**src/rtl/jpeg_pkg.sv**
```systemverilog
// Shared definitions for the JPEG run-length coefficient expander.
//   state_t      : expander FSM state encoding
//   EOB_RUN/ZRL_RUN : run values that, with size 0, mark end-of-block / 16-zero run
//   LAST_IDX     : last zig-zag index of an 8x8 block
//   MAX_DC_SIZE / MAX_AC_SIZE : largest legal amplitude bit counts
package jpeg_pkg;

  typedef enum logic [1:0] {
    S_DC   = 2'd0,
    S_AC   = 2'd1,
    S_ZERO = 2'd2,
    S_FILL = 2'd3
  } state_t;

  localparam logic [3:0] EOB_RUN     = 4'd0;
  localparam logic [3:0] ZRL_RUN     = 4'd15;
  localparam logic [5:0] LAST_IDX    = 6'd63;
  localparam logic [3:0] MAX_DC_SIZE = 4'd11;
  localparam logic [3:0] MAX_AC_SIZE = 4'd10;

endpackage

```
**src/rtl/jpeg_extend.sv**
```systemverilog
// Combinational JPEG "extend": turns (size, raw amplitude bits) into a signed
// coefficient value. A set top bit means the value is the bits themselves;
// a clear top bit means value = bits - (2^size - 1).
// Ports:
//   size : amplitude bit count; 0 gives 0, counts above MAX_DC_SIZE give 0
//   amp  : raw amplitude bits, LSB-aligned
//   val  : signed result, sign-extended to WIDTH
module jpeg_extend
  import jpeg_pkg::*;
#(
  parameter int WIDTH = 16
) (
  input  logic [3:0]              size,
  input  logic [10:0]             amp,
  output logic signed [WIDTH-1:0] val
);

  logic [11:0] mask;
  logic [11:0] mag;

  always_comb begin
    mask = '0;
    mag  = '0;
    val  = '0;
    if (size != 4'd0 && size <= MAX_DC_SIZE) begin
      mask = (12'd1 << size) - 12'd1;
      mag  = {1'b0, amp} & mask;
      if (amp[size - 4'd1]) begin
        val = WIDTH'(mag);
      end else begin
        // mag < 2^(size-1) here, so the 12-bit difference is a valid negative number.
        val = WIDTH'($signed(mag - mask));
      end
    end
  end

endmodule

```
**src/rtl/rle_coeff_expander.sv**
```systemverilog
// Run-length coefficient expander: converts one block's (run, size, amplitude)
// symbols into exactly 64 coefficient writes in zig-zag order 0..63, with DC
// prediction per colour component. Zeros are written explicitly; block_done
// marks the write of index 63.
//
// Handshakes: a transfer happens on a rising edge where valid && ready are both
// high (sym_valid/sym_ready on the input, coeff_valid/out_ready on the output).
// Once coeff_valid is raised, the output registers hold until out_ready.
//
// Ports:
//   clk, rst        : clock, synchronous active-high reset
//   restart         : zero all DC predictors (applied while in S_DC)
//   sym_*           : symbol from the Huffman decoder
//   coeff_out/index : coefficient write to the accumulator
//   coeff_valid, out_ready, block_done
//   rle_error       : sticky error flag
//   err_count       : saturating error-cycle counter (only with RLE_ERR_COUNT_EN)
//   dbg_state       : current FSM state
// Optional feature macro: RLE_ERR_COUNT_EN
module rle_coeff_expander
  import jpeg_pkg::*;
#(
  parameter int WIDTH    = 16,
  parameter int NUM_COMP = 3
) (
  input  logic                    clk,
  input  logic                    rst,
  input  logic                    restart,
  input  logic                    sym_valid,
  output logic                    sym_ready,
  input  logic [3:0]              sym_run,
  input  logic [3:0]              sym_size,
  input  logic [10:0]             sym_amp,
  input  logic [1:0]              sym_comp,
  output logic signed [WIDTH-1:0] coeff_out,
  output logic [5:0]              coeff_index,
  output logic                    coeff_valid,
  output logic                    block_done,
  input  logic                    out_ready,
  output logic                    rle_error,
`ifdef RLE_ERR_COUNT_EN
  output logic [7:0]              err_count,
`endif
  output state_t                  dbg_state
);

  state_t                  state, state_nx;
  logic [5:0]              idx, idx_nx;
  logic [4:0]              zcnt, zcnt_nx, zcnt_dec;
  logic signed [WIDTH-1:0] held_val, held_nx;
  logic                    pending, pend_nx;
  logic signed [WIDTH-1:0] pred    [NUM_COMP];
  logic signed [WIDTH-1:0] pred_nx [NUM_COMP];

  logic                    slot_free;
  logic                    accept;
  logic                    comp_ok;
  logic signed [WIDTH-1:0] ext_val;
  logic signed [WIDTH-1:0] dc_diff, ac_val, pred_base, pred_sum;

  logic                    emit;
  logic signed [WIDTH-1:0] emit_val;
  logic [5:0]              emit_idx;
  logic                    emit_last;
  logic                    err;

  assign slot_free = !coeff_valid || out_ready;
  assign sym_ready = !rst && slot_free && (state == S_DC || state == S_AC);
  assign accept    = sym_valid && sym_ready;
  assign comp_ok   = (int'(sym_comp) < NUM_COMP);
  assign zcnt_dec  = zcnt - 5'd1;
  assign dbg_state = state;

  jpeg_extend #(.WIDTH(WIDTH)) u_extend (
    .size (sym_size),
    .amp  (sym_amp),
    .val  (ext_val)
  );

  always_comb begin
    state_nx  = state;
    idx_nx    = idx;
    zcnt_nx   = zcnt;
    held_nx   = held_val;
    pend_nx   = pending;
    for (int i = 0; i < NUM_COMP; i++) pred_nx[i] = pred[i];
    emit      = 1'b0;
    emit_val  = '0;
    err       = 1'b0;
    dc_diff   = '0;
    ac_val    = '0;
    pred_base = '0;
    pred_sum  = '0;

    case (state)
      S_DC: begin
        if (restart) begin
          for (int i = 0; i < NUM_COMP; i++) pred_nx[i] = '0;
        end
        if (accept) begin
          if (sym_size > MAX_DC_SIZE) err = 1'b1;
          else                        dc_diff = ext_val;
          if (comp_ok) begin
            // A restart in the accept cycle zeroes the predictor first.
            pred_base         = restart ? '0 : pred[sym_comp];
            pred_sum          = pred_base + dc_diff;
            pred_nx[sym_comp] = pred_sum;
          end else begin
            // Unknown component: no predictor is touched, the raw difference is emitted.
            err      = 1'b1;
            pred_sum = dc_diff;
          end
          emit     = 1'b1;
          emit_val = pred_sum;
          idx_nx   = 6'd1;
          state_nx = S_AC;
        end
      end

      S_AC: begin
        if (accept) begin
          if (sym_size > MAX_AC_SIZE) err = 1'b1;
          else                        ac_val = ext_val;
          if (sym_run == EOB_RUN && sym_size == 4'd0) begin
            state_nx = S_FILL;
          end else if (sym_run == ZRL_RUN && sym_size == 4'd0) begin
            zcnt_nx  = 5'd16;
            pend_nx  = 1'b0;
            state_nx = S_ZERO;
          end else if (sym_run == 4'd0) begin
            emit     = 1'b1;
            emit_val = ac_val;
          end else begin
            zcnt_nx  = {1'b0, sym_run};
            held_nx  = ac_val;
            pend_nx  = 1'b1;
            state_nx = S_ZERO;
          end
        end
      end

      S_ZERO: begin
        if (slot_free) begin
          emit = 1'b1;
          if (zcnt == 5'd0) begin
            // Only reachable with a held value waiting behind its run.
            emit_val = held_val;
            pend_nx  = 1'b0;
            state_nx = S_AC;
          end else begin
            emit_val = '0;
            zcnt_nx  = zcnt_dec;
            if (idx == LAST_IDX) begin
              // Block ends inside the run: anything still owed is dropped.
              if (zcnt_dec != 5'd0 || pending) err = 1'b1;
              pend_nx = 1'b0;
              zcnt_nx = 5'd0;
            end else if (zcnt_dec == 5'd0 && !pending) begin
              state_nx = S_AC;
            end
          end
        end
      end

      S_FILL: begin
        if (slot_free) begin
          emit     = 1'b1;
          emit_val = '0;
        end
      end

      default: state_nx = S_DC;
    endcase

    // Every AC-side write advances the index; the write of 63 closes the block.
    if (emit && state != S_DC) begin
      if (idx == LAST_IDX) begin
        state_nx = S_DC;
        idx_nx   = 6'd0;
      end else begin
        idx_nx = idx + 6'd1;
      end
    end
  end

  assign emit_idx  = (state == S_DC) ? 6'd0 : idx;
  assign emit_last = (state != S_DC) && (idx == LAST_IDX);

  always_ff @(posedge clk) begin
    if (rst) begin
      state       <= S_DC;
      idx         <= '0;
      zcnt        <= '0;
      held_val    <= '0;
      pending     <= 1'b0;
      for (int i = 0; i < NUM_COMP; i++) pred[i] <= '0;
      coeff_out   <= '0;
      coeff_index <= '0;
      coeff_valid <= 1'b0;
      block_done  <= 1'b0;
      rle_error   <= 1'b0;
    end else begin
      state    <= state_nx;
      idx      <= idx_nx;
      zcnt     <= zcnt_nx;
      held_val <= held_nx;
      pending  <= pend_nx;
      for (int i = 0; i < NUM_COMP; i++) pred[i] <= pred_nx[i];
      if (emit) begin
        coeff_valid <= 1'b1;
        coeff_out   <= emit_val;
        coeff_index <= emit_idx;
        block_done  <= emit_last;
      end else if (out_ready) begin
        coeff_valid <= 1'b0;
        block_done  <= 1'b0;
      end
      if (err) rle_error <= 1'b1;
    end
  end

`ifdef RLE_ERR_COUNT_EN
  always_ff @(posedge clk) begin
    if (rst) begin
      err_count <= '0;
    end else if (err && err_count != 8'hFF) begin
      err_count <= err_count + 8'd1;
    end
  end
`endif

endmodule

```
**config.mk**
```make
export PLATFORM = sky130hd
export DESIGN_NAME = rle_coeff_expander
export DESIGN_NICKNAME = d
export VERILOG_FILES = /design/src/rtl/jpeg_pkg.sv /design/src/rtl/jpeg_extend.sv /design/src/rtl/rle_coeff_expander.sv
export SDC_FILE = /design/constraint.sdc
export NUM_CORES = 1
export LEC_CHECK = 0
export BUFFER_PORTS_ARGS = -buffer_cell sky130_fd_sc_hd__clkbuf_2
export CORE_MARGIN = 2
export CORE_UTILIZATION = 61
export CTS_CLUSTER_SIZE = 20
export DETAILED_ROUTE_END_ITERATION = 8
export PLACE_DENSITY_LB_ADDON = 0.1
export SYNTH_ARGS = -nofsm -noshare
export SYNTH_HDL_FRONTEND = slang
export SYNTH_SLANG_ARGS = --single-unit
```
**constraint.sdc**
```tcl
create_clock -name clk -period 6 [get_ports clk]
set_input_delay 0.3 -clock clk [delete_from_list [all_inputs] [get_ports clk]]
set_output_delay 0.3 -clock clk [all_outputs]
set_load 0.02 [all_outputs]
```
==> results of run 1 <==
power groups by stage:
stage	clock network (uW)	registers (uW)	logic, uW
CTS	433	763	778
global placement	0	774	757
global route	454	770	859
floorplan	0	794	549
finish	431	764	791
detailed placement	0	778	774
layout make-up:
| class | count | area (sq um) |
|---|---|---|
| multi-input combinational | 683 | 4300 |
| fill | 925 | 3650 |
| sequential | 99 | 1980 |
| timing repair buffer | 60 | 318 |
| tap | 140 | 175 |
| clock buffer | 11 | 151 |
| inverter | 22 | 82.6 |
| clock inverter | 5 | 43.8 |
routing by layer:
metal	global-route usage [%]	up-vias	part of all wire, %
met2	55.4	281	49
li1	-	3162	-
met1	39.0	3125	42
met3	4.64	49	6.1
met4	14.8	0	3.3
met5	0	-	0
sequential cells by signal, indices dropped and copies added (netlist names):
signal	count
coeff_valid	1
coeff_index	6
dbg_state	2
rle_error	1
coeff_out	16
held_val	12
pred	48
block_done	1
zcnt	5
pending	1
idx	6
cell usage after synthesis, drive strengths merged, types with 6 or more instances:
master    n
ha       28
a22oi    54
nor3     18
xnor2    15
and3      8
o21a      6
nand3b   12
nor2    172
a31oi     7
mux2i    20
nand2b    9
dfxtp    99
a21oi    55
nor2b    12
inv      21
nand3    23
mux2      6
o211ai    7
nor4      8
buf      16
nand2    59
o21ai    53
clkbuf   37
a211oi   22
o31ai     8
metrics by stage:
step                hold WS, ps  std cells  utilization (%)  cell area, sq um  power [uW]
finish                      243       1020             65.9              7050        1990
CTS                         242       1020             65.9              7050        1970
floorplan                   447        857                -              6630        1340
global route                279       1020             65.9              7050        2080
detailed placement          462       1004             64.1              6860        1550
global placement            450       1004             64.1              6860        1530
critical path, cell delays in order:
cell      delay (ps)
clkbuf_2         190
inv_1            150
ha_1             170
nor3b_2          360
inv_1            140
ha_1             370
xnor2_1          410
o211ai_2         220
nor4_1           500
mux2_2           390
a32oi_1          350
nor2_1           120
ha_1             330
o21ai_0          160
o211a_1          290
o21ai_0          270
a21boi_1         230
o22ai_1          150
xnor2_2          290
o32ai_1          140
logic make-up after synthesis:
family	synth area share [%]
buf+inv	5.27
fa+ha+maj	5.59
simple gates	23.8
mux	4.72
xor+xnor	2.49
compound gates	28.3
flops	29.9
worst min-delay path by stage:
stage / cells past startpoint / to / startpoint / slack, ps
after global placement: 2 / rle_error / rle_error / 450
after floorplan: 2 / pred[0][1] / pred[0][1] / 450
final: 4 / coeff_valid / out_ready / 240
after detailed placement: 2 / coeff_index[4] / coeff_index[4] / 460
after CTS: 4 / coeff_valid / out_ready / 240
after global routing: 3 / zcnt[3] / sym_run[3] / 280
==> metrics.txt, run 1 <==
Worst Setup Start Kind input port; vias in the first global route 6154; part of the power in registers 38.5%; Area Growth Syn to Fin 6.36%; worst slack at placement 478 ps; Critical path origin sym_size[0]; R2R depth 10; IO Port Bufs 53; Yosys top cell by area dfxtp_1; Num CTS Buffers 9; Final Net Count 930; synthesized net count 912; worst setup margin 712 ps; R2R Path Start dbg_state[0]; PostCTS Resize Cnt 0; Setup TNS Final 0 ps; layout cells sized above 1 12.4%; Root Buffer clkbuf_8; most frequent cells in the layout nor2_1, dfxtp_1, nand2_1; reg-to-reg slack, setup 1990 ps; endpoints failing setup 0; Seq/Total Area, Yosys 29.9%; most common cell after layout, fill and taps aside nor2_1; Crit Path Max Fanout 11; ys flop type dfxtp_1; drc violations 0; worst hold-check path type in -> reg; Worst R2R End coeff_out[12]; RSZ-0062 raised after global routing no; Sink Count 99; Clk pwr share 21.7%; # Post-CTS Setup Buffers 0; drt wl/cell 18.3 um; num ports 54; CTS Buffer Depth 2; P_leak 0.00273 uW; Slew Limit Fails 0; Post-Syn Instances 857; core area 10700 sq um; Via density 6.49; worst endpoint required time 6250 ps; switch share 42.0%; Die X 108 um; FF+latch count, synth 99; top post-synthesis cells by area dfxtp_1, nor2_1, a22oi_1; maxcap violations 0; Worst-Skew Late Latency 400 ps; Setup crit end kind register; first-pass GRT wire length 29500 um; worst path arrival time 5540 ps; Comb power frac 39.8%; largest net degree at the start of global routing 97; # diodes 0; Die ar. 11700 sq um; PwrDens 282 nW/um^2; unique cell type count in the Yosys netlist 81; CP Capture Point coeff_out[15]; clock slew seen by the registers of the worst setup and hold paths 110 ps; fmax 189 MHz; DRT Pass-1 Iters 8; Worst Tran Pin Value 1020 ps; DR vias 6617; CTS tree done; FP Rows 38; GRT Total Usage 31.9%; Starting DRT DRC Count 588; Initial Util 62.0%; net switching power 835 uW; post-layout min period 5290 ps; initial antenna violation count 0; share of the synthesized area in the top cell type 29.9%; period utilization 88.1%; Cell Area, Synth 6630 sq um; Worst Skew 16.1 ps; asr flop ratio synth 0%; final wirelength 18700 um; cts hold-fix bufs 0; Setup Crit Path Kind in -> reg; number of flops mapped to enable cells by yosys 0; synthesized area per cell 7.73 sq um; Ys Warns 0; GRT overflow 0; GPL Wtd Cong 0.975; Final Hold Vio Count 0; outcome complete, no violations; internal power 1150 uW; VDD IR-drop max 0.000192 V; post-DP HPWL 13400 um; Slew HR 31.4%; DIE HEIGHT 108 um; H-tree depth 3; Routed Antenna Nets 0
(Power assumes the default switching activity.)
==> inputs of run 2 (changes only) <==
--- a/config.mk
+++ b/config.mk
@@ -5,12 +5,14 @@
 export SDC_FILE = /design/constraint.sdc
 export NUM_CORES = 1
 export LEC_CHECK = 0
-export BUFFER_PORTS_ARGS = -buffer_cell sky130_fd_sc_hd__clkbuf_2
 export CORE_MARGIN = 2
-export CORE_UTILIZATION = 61
+export CORE_UTILIZATION = 65
 export CTS_CLUSTER_SIZE = 20
 export DETAILED_ROUTE_END_ITERATION = 8
+export DONT_BUFFER_PORTS = 1
 export PLACE_DENSITY_LB_ADDON = 0.1
+export REMOVE_ABC_BUFFERS = 1
 export SYNTH_ARGS = -nofsm -noshare
 export SYNTH_HDL_FRONTEND = slang
+export SYNTH_HIERARCHICAL = 1
 export SYNTH_SLANG_ARGS = --single-unit
==> metrics.txt, run 2 <==
Setup Crit Path Kind in -> reg; period utilization 78.0% (-10 points); Area Growth Syn to Fin 1.49%; PwrDens 227 nW/um^2 (-19%); Worst Skew 16.3 ps (+0.160 ps); num ports 54 (unchanged); Worst Tran Pin Value 1140 ps (+118 ps); Synth top cells by count nor2_1, dfxtp_1, a21oi_1; top post-synthesis cells by area dfxtp_1, nor2_1, a21oi_1; share of the synthesized area in the top cell type 29.2% (-0.72 points); P_leak 0.00266 uW (-2.5%); cell with the most instances after synthesis nor2_1; Slew Limit Fails 0 (unchanged); CTS tree done; asr flop ratio synth 0% (unchanged); Num CTS Buffers 9 (unchanged); endpoints failing setup 0 (unchanged); maxcap violations 0 (unchanged); most frequent cells in the layout nor2_1, dfxtp_1, a21oi_1; number of flops mapped to enable cells by yosys 0 (unchanged); Final Net Count 894 (-3.9%); Yosys top cell by area dfxtp_1; GRT overflow 0 (unchanged); crit-path max cell delay 470 ps (-30 ps); Seq/Total Area, Yosys 29.2% (-0.72 points); Worst Path Buf+Inv 1 (-2); first-pass GRT wire length 31600 um (+6.8%); Routed Antenna Nets 0 (unchanged); FF+latch count, synth 103 (+4.0%); Post-Syn Instances 886 (+3.4%); core area 10700 sq um (+0.44%); final wirelength 20200 um (+8.1%); worst path arrival time 4970 ps (-570 ps); worst hold-check path type in -> reg; Initial Util 65.8% (+3.8 points); Via density 6.88 (+6.0%); VDD IR-drop max 0.000155 V (-20%); Starting DRT DRC Count 761 (+29%); Regs by FF count pred x48, coeff_out x16, held_val x16; Cell Area, Synth 7070 sq um (+6.6%); CTS Buffer Depth 2 (unchanged); GPL Wtd Cong 0.928 (-4.8%); # fillers 947 (+2.4%); DRT Pass-1 Iters 6 (-2); clock slew seen by the registers of the worst setup and hold paths 110 ps (about the same); synthesized area per cell 7.98 sq um (+3.1%); worst path cell trace inv_1 > ha_1 > nand2_1 > ha_1 > nor2b_1 > o21ai_0 > a21oi_1 > nor2_1 > o21ai_0 > o31ai_1 > a21oi_1 > and2_1 > ha_1 > o21ai_0 > a21oi_1 > a31oi_1 > a31oi_2 > nor3_1 > a311o_1; most common cell after layout, fill and taps aside nor2_1; Final Hold Vio Count 0 (unchanged); Sink Count 103 (+4.0%); largest register by flop count pred; unique cell type count in the Yosys netlist 89 (+9.9%); Slew HR 23.7% (-7.7 points); PostCTS Resize Cnt 0 (unchanged); largest net degree at the start of global routing 64 (-34%); vias in the first global route 6145 (-0.15%); Die X 108 um (about the same); Die ar. 11700 sq um (about the same); # diodes 0 (unchanged); DR vias 6759 (+2.1%); IO Port Bufs 0 (-100%); DIE HEIGHT 108 um (about the same); outcome complete, no violations; Root Buffer clkbuf_8; H-tree depth 3 (unchanged); Worst Setup Start Kind input port; Crit Path Max Fanout 14 (+3); layout cells sized above 1 6.88% (-5.5 points); initial antenna violation count 0 (unchanged); worst endpoint required time 6290 ps (+40 ps); FP Rows 38 (unchanged); Worst path slowest cell ha_1; Setup crit end kind register; Ys Warns 6 (+6); drc violations 0 (unchanged); total power 1630 uW (-18%); post-layout min period 4680 ps (-606 ps); ys flop type dfxtp_1; Largest register FFs 48 (unchanged); post-DP HPWL 13800 um (+2.7%); RSZ-0062 raised after global routing no; Worst-Skew Late Latency 390 ps (about the same); Setup TNS Final 0 ps (unchanged); kind of cell adding the most delay to the critical path compound AO/OA/AOI/OAI gates; GRT Total Usage 34.4% (+2.4 points); drt wl/cell 20.5 um (+12%); fmax 214 MHz (+13%)
-- run 2: cell count changes after synthesis, moves of 8 or more --
cell,previous run,this run
nand2_1,57,67
a32o_1,0,10
nor2_1,171,124
and3_1,8,16
a21oi_1,54,79
nand3_1,23,36
buf_2,3,21
nand3b_1,12,4
o21ai_1,12,3
and2_1,2,20
a22oi_1,54,34
clkbuf_1,37,23
-- run 2: path summary, 6_finish.rpt --
path,slack (ps),cells past startpoint,end,startpoint
worst min-delay path,70,1,pred[1][13],rst
worst max-delay path,1320,19,pred[0][15],sym_size[0]
worst min register to register,460,2,held_val[8],held_val[8]
worst max register to register,2850,12,pred[2][12],pred[1][0]
-- run 2: cell type report --
cell class | instances | area (sq um) | area share, %
Inverter | 19 | 71.3 | 0.994
Clock buffer | 10 | 128 | 1.78
Clock inverter | 6 | 93.8 | 1.31
Multi-Input combinational cell | 697 | 4560 | 63.5
Sequential cell | 103 | 2060 | 28.8
Timing Repair Buffer | 8 | 85.1 | 1.19
Tap cell | 140 | 175 | 2.44
-- run 2: per-layer routing --
metal  vias to the layer above  part of all wire [%]  wire length (um)  track usage [%]
met5                         -                     0                 0                0
met4                         0                   2.7               542             12.5
met3                        48                   8.1              1640             7.78
met2                       320                    47              9510             55.8
met1                      3218                    42              8480             44.8
li1                       3173                     -                 -                -
-- run 2: cell families (layout without fill, tap and decap cells) --
family                     after synthesis  count (layout)  share of synthesized area, %
buffers and inverters                   86              43                          6.34
DFF                                    103             103                          29.2
muxes                                   29              29                          4.66
and+or+nand+nor                        341             341                          24.6
AOI/OAI and AO/OA                      273             273                          26.9
xor gates and xnor gates                24              24                          2.97
adders and majority gates               30              30                          5.42
-- run 2: worst register-to-register path, cell delays in order, from the launching register on --
cell	delay, ps
dfxtp_1	330
mux2i_1	140
nor2_1	60
a21oi_1	110
nor2_1	60
ha_1	220
fa_1	420
a21o_1	220
a221oi_1	600
a21oi_1	200
a31oi_1	250
xor2_1	290
o21ai_0	140
-- run 2: timing repair --
item                      in CTS  in global routing
hold endpoints to repair      63                  1
buffers inserted               0                  0
hold buffers                   2                  1
-- run 2: through the flow --
step	instance area (sq um)	hold slack (ps)	instances	util, %	worst slack [ps]
floorplan	6690	368	819	-	1640
global placement	6900	388	964	64.2	1180
detailed placement	6900	390	964	64.2	1020
CTS	7160	14.3	982	66.7	1450
global route	7170	51.5	983	66.7	972
finish	7170	71.5	983	66.7	1320
-- run 2: power by group --
part	leakage (uW)	internal [uW]	switching [uW]
clock network	0.000101	238	260
logic	0.00173	137	249
registers	0.000834	708	38.4
total	0.00266	1080	548
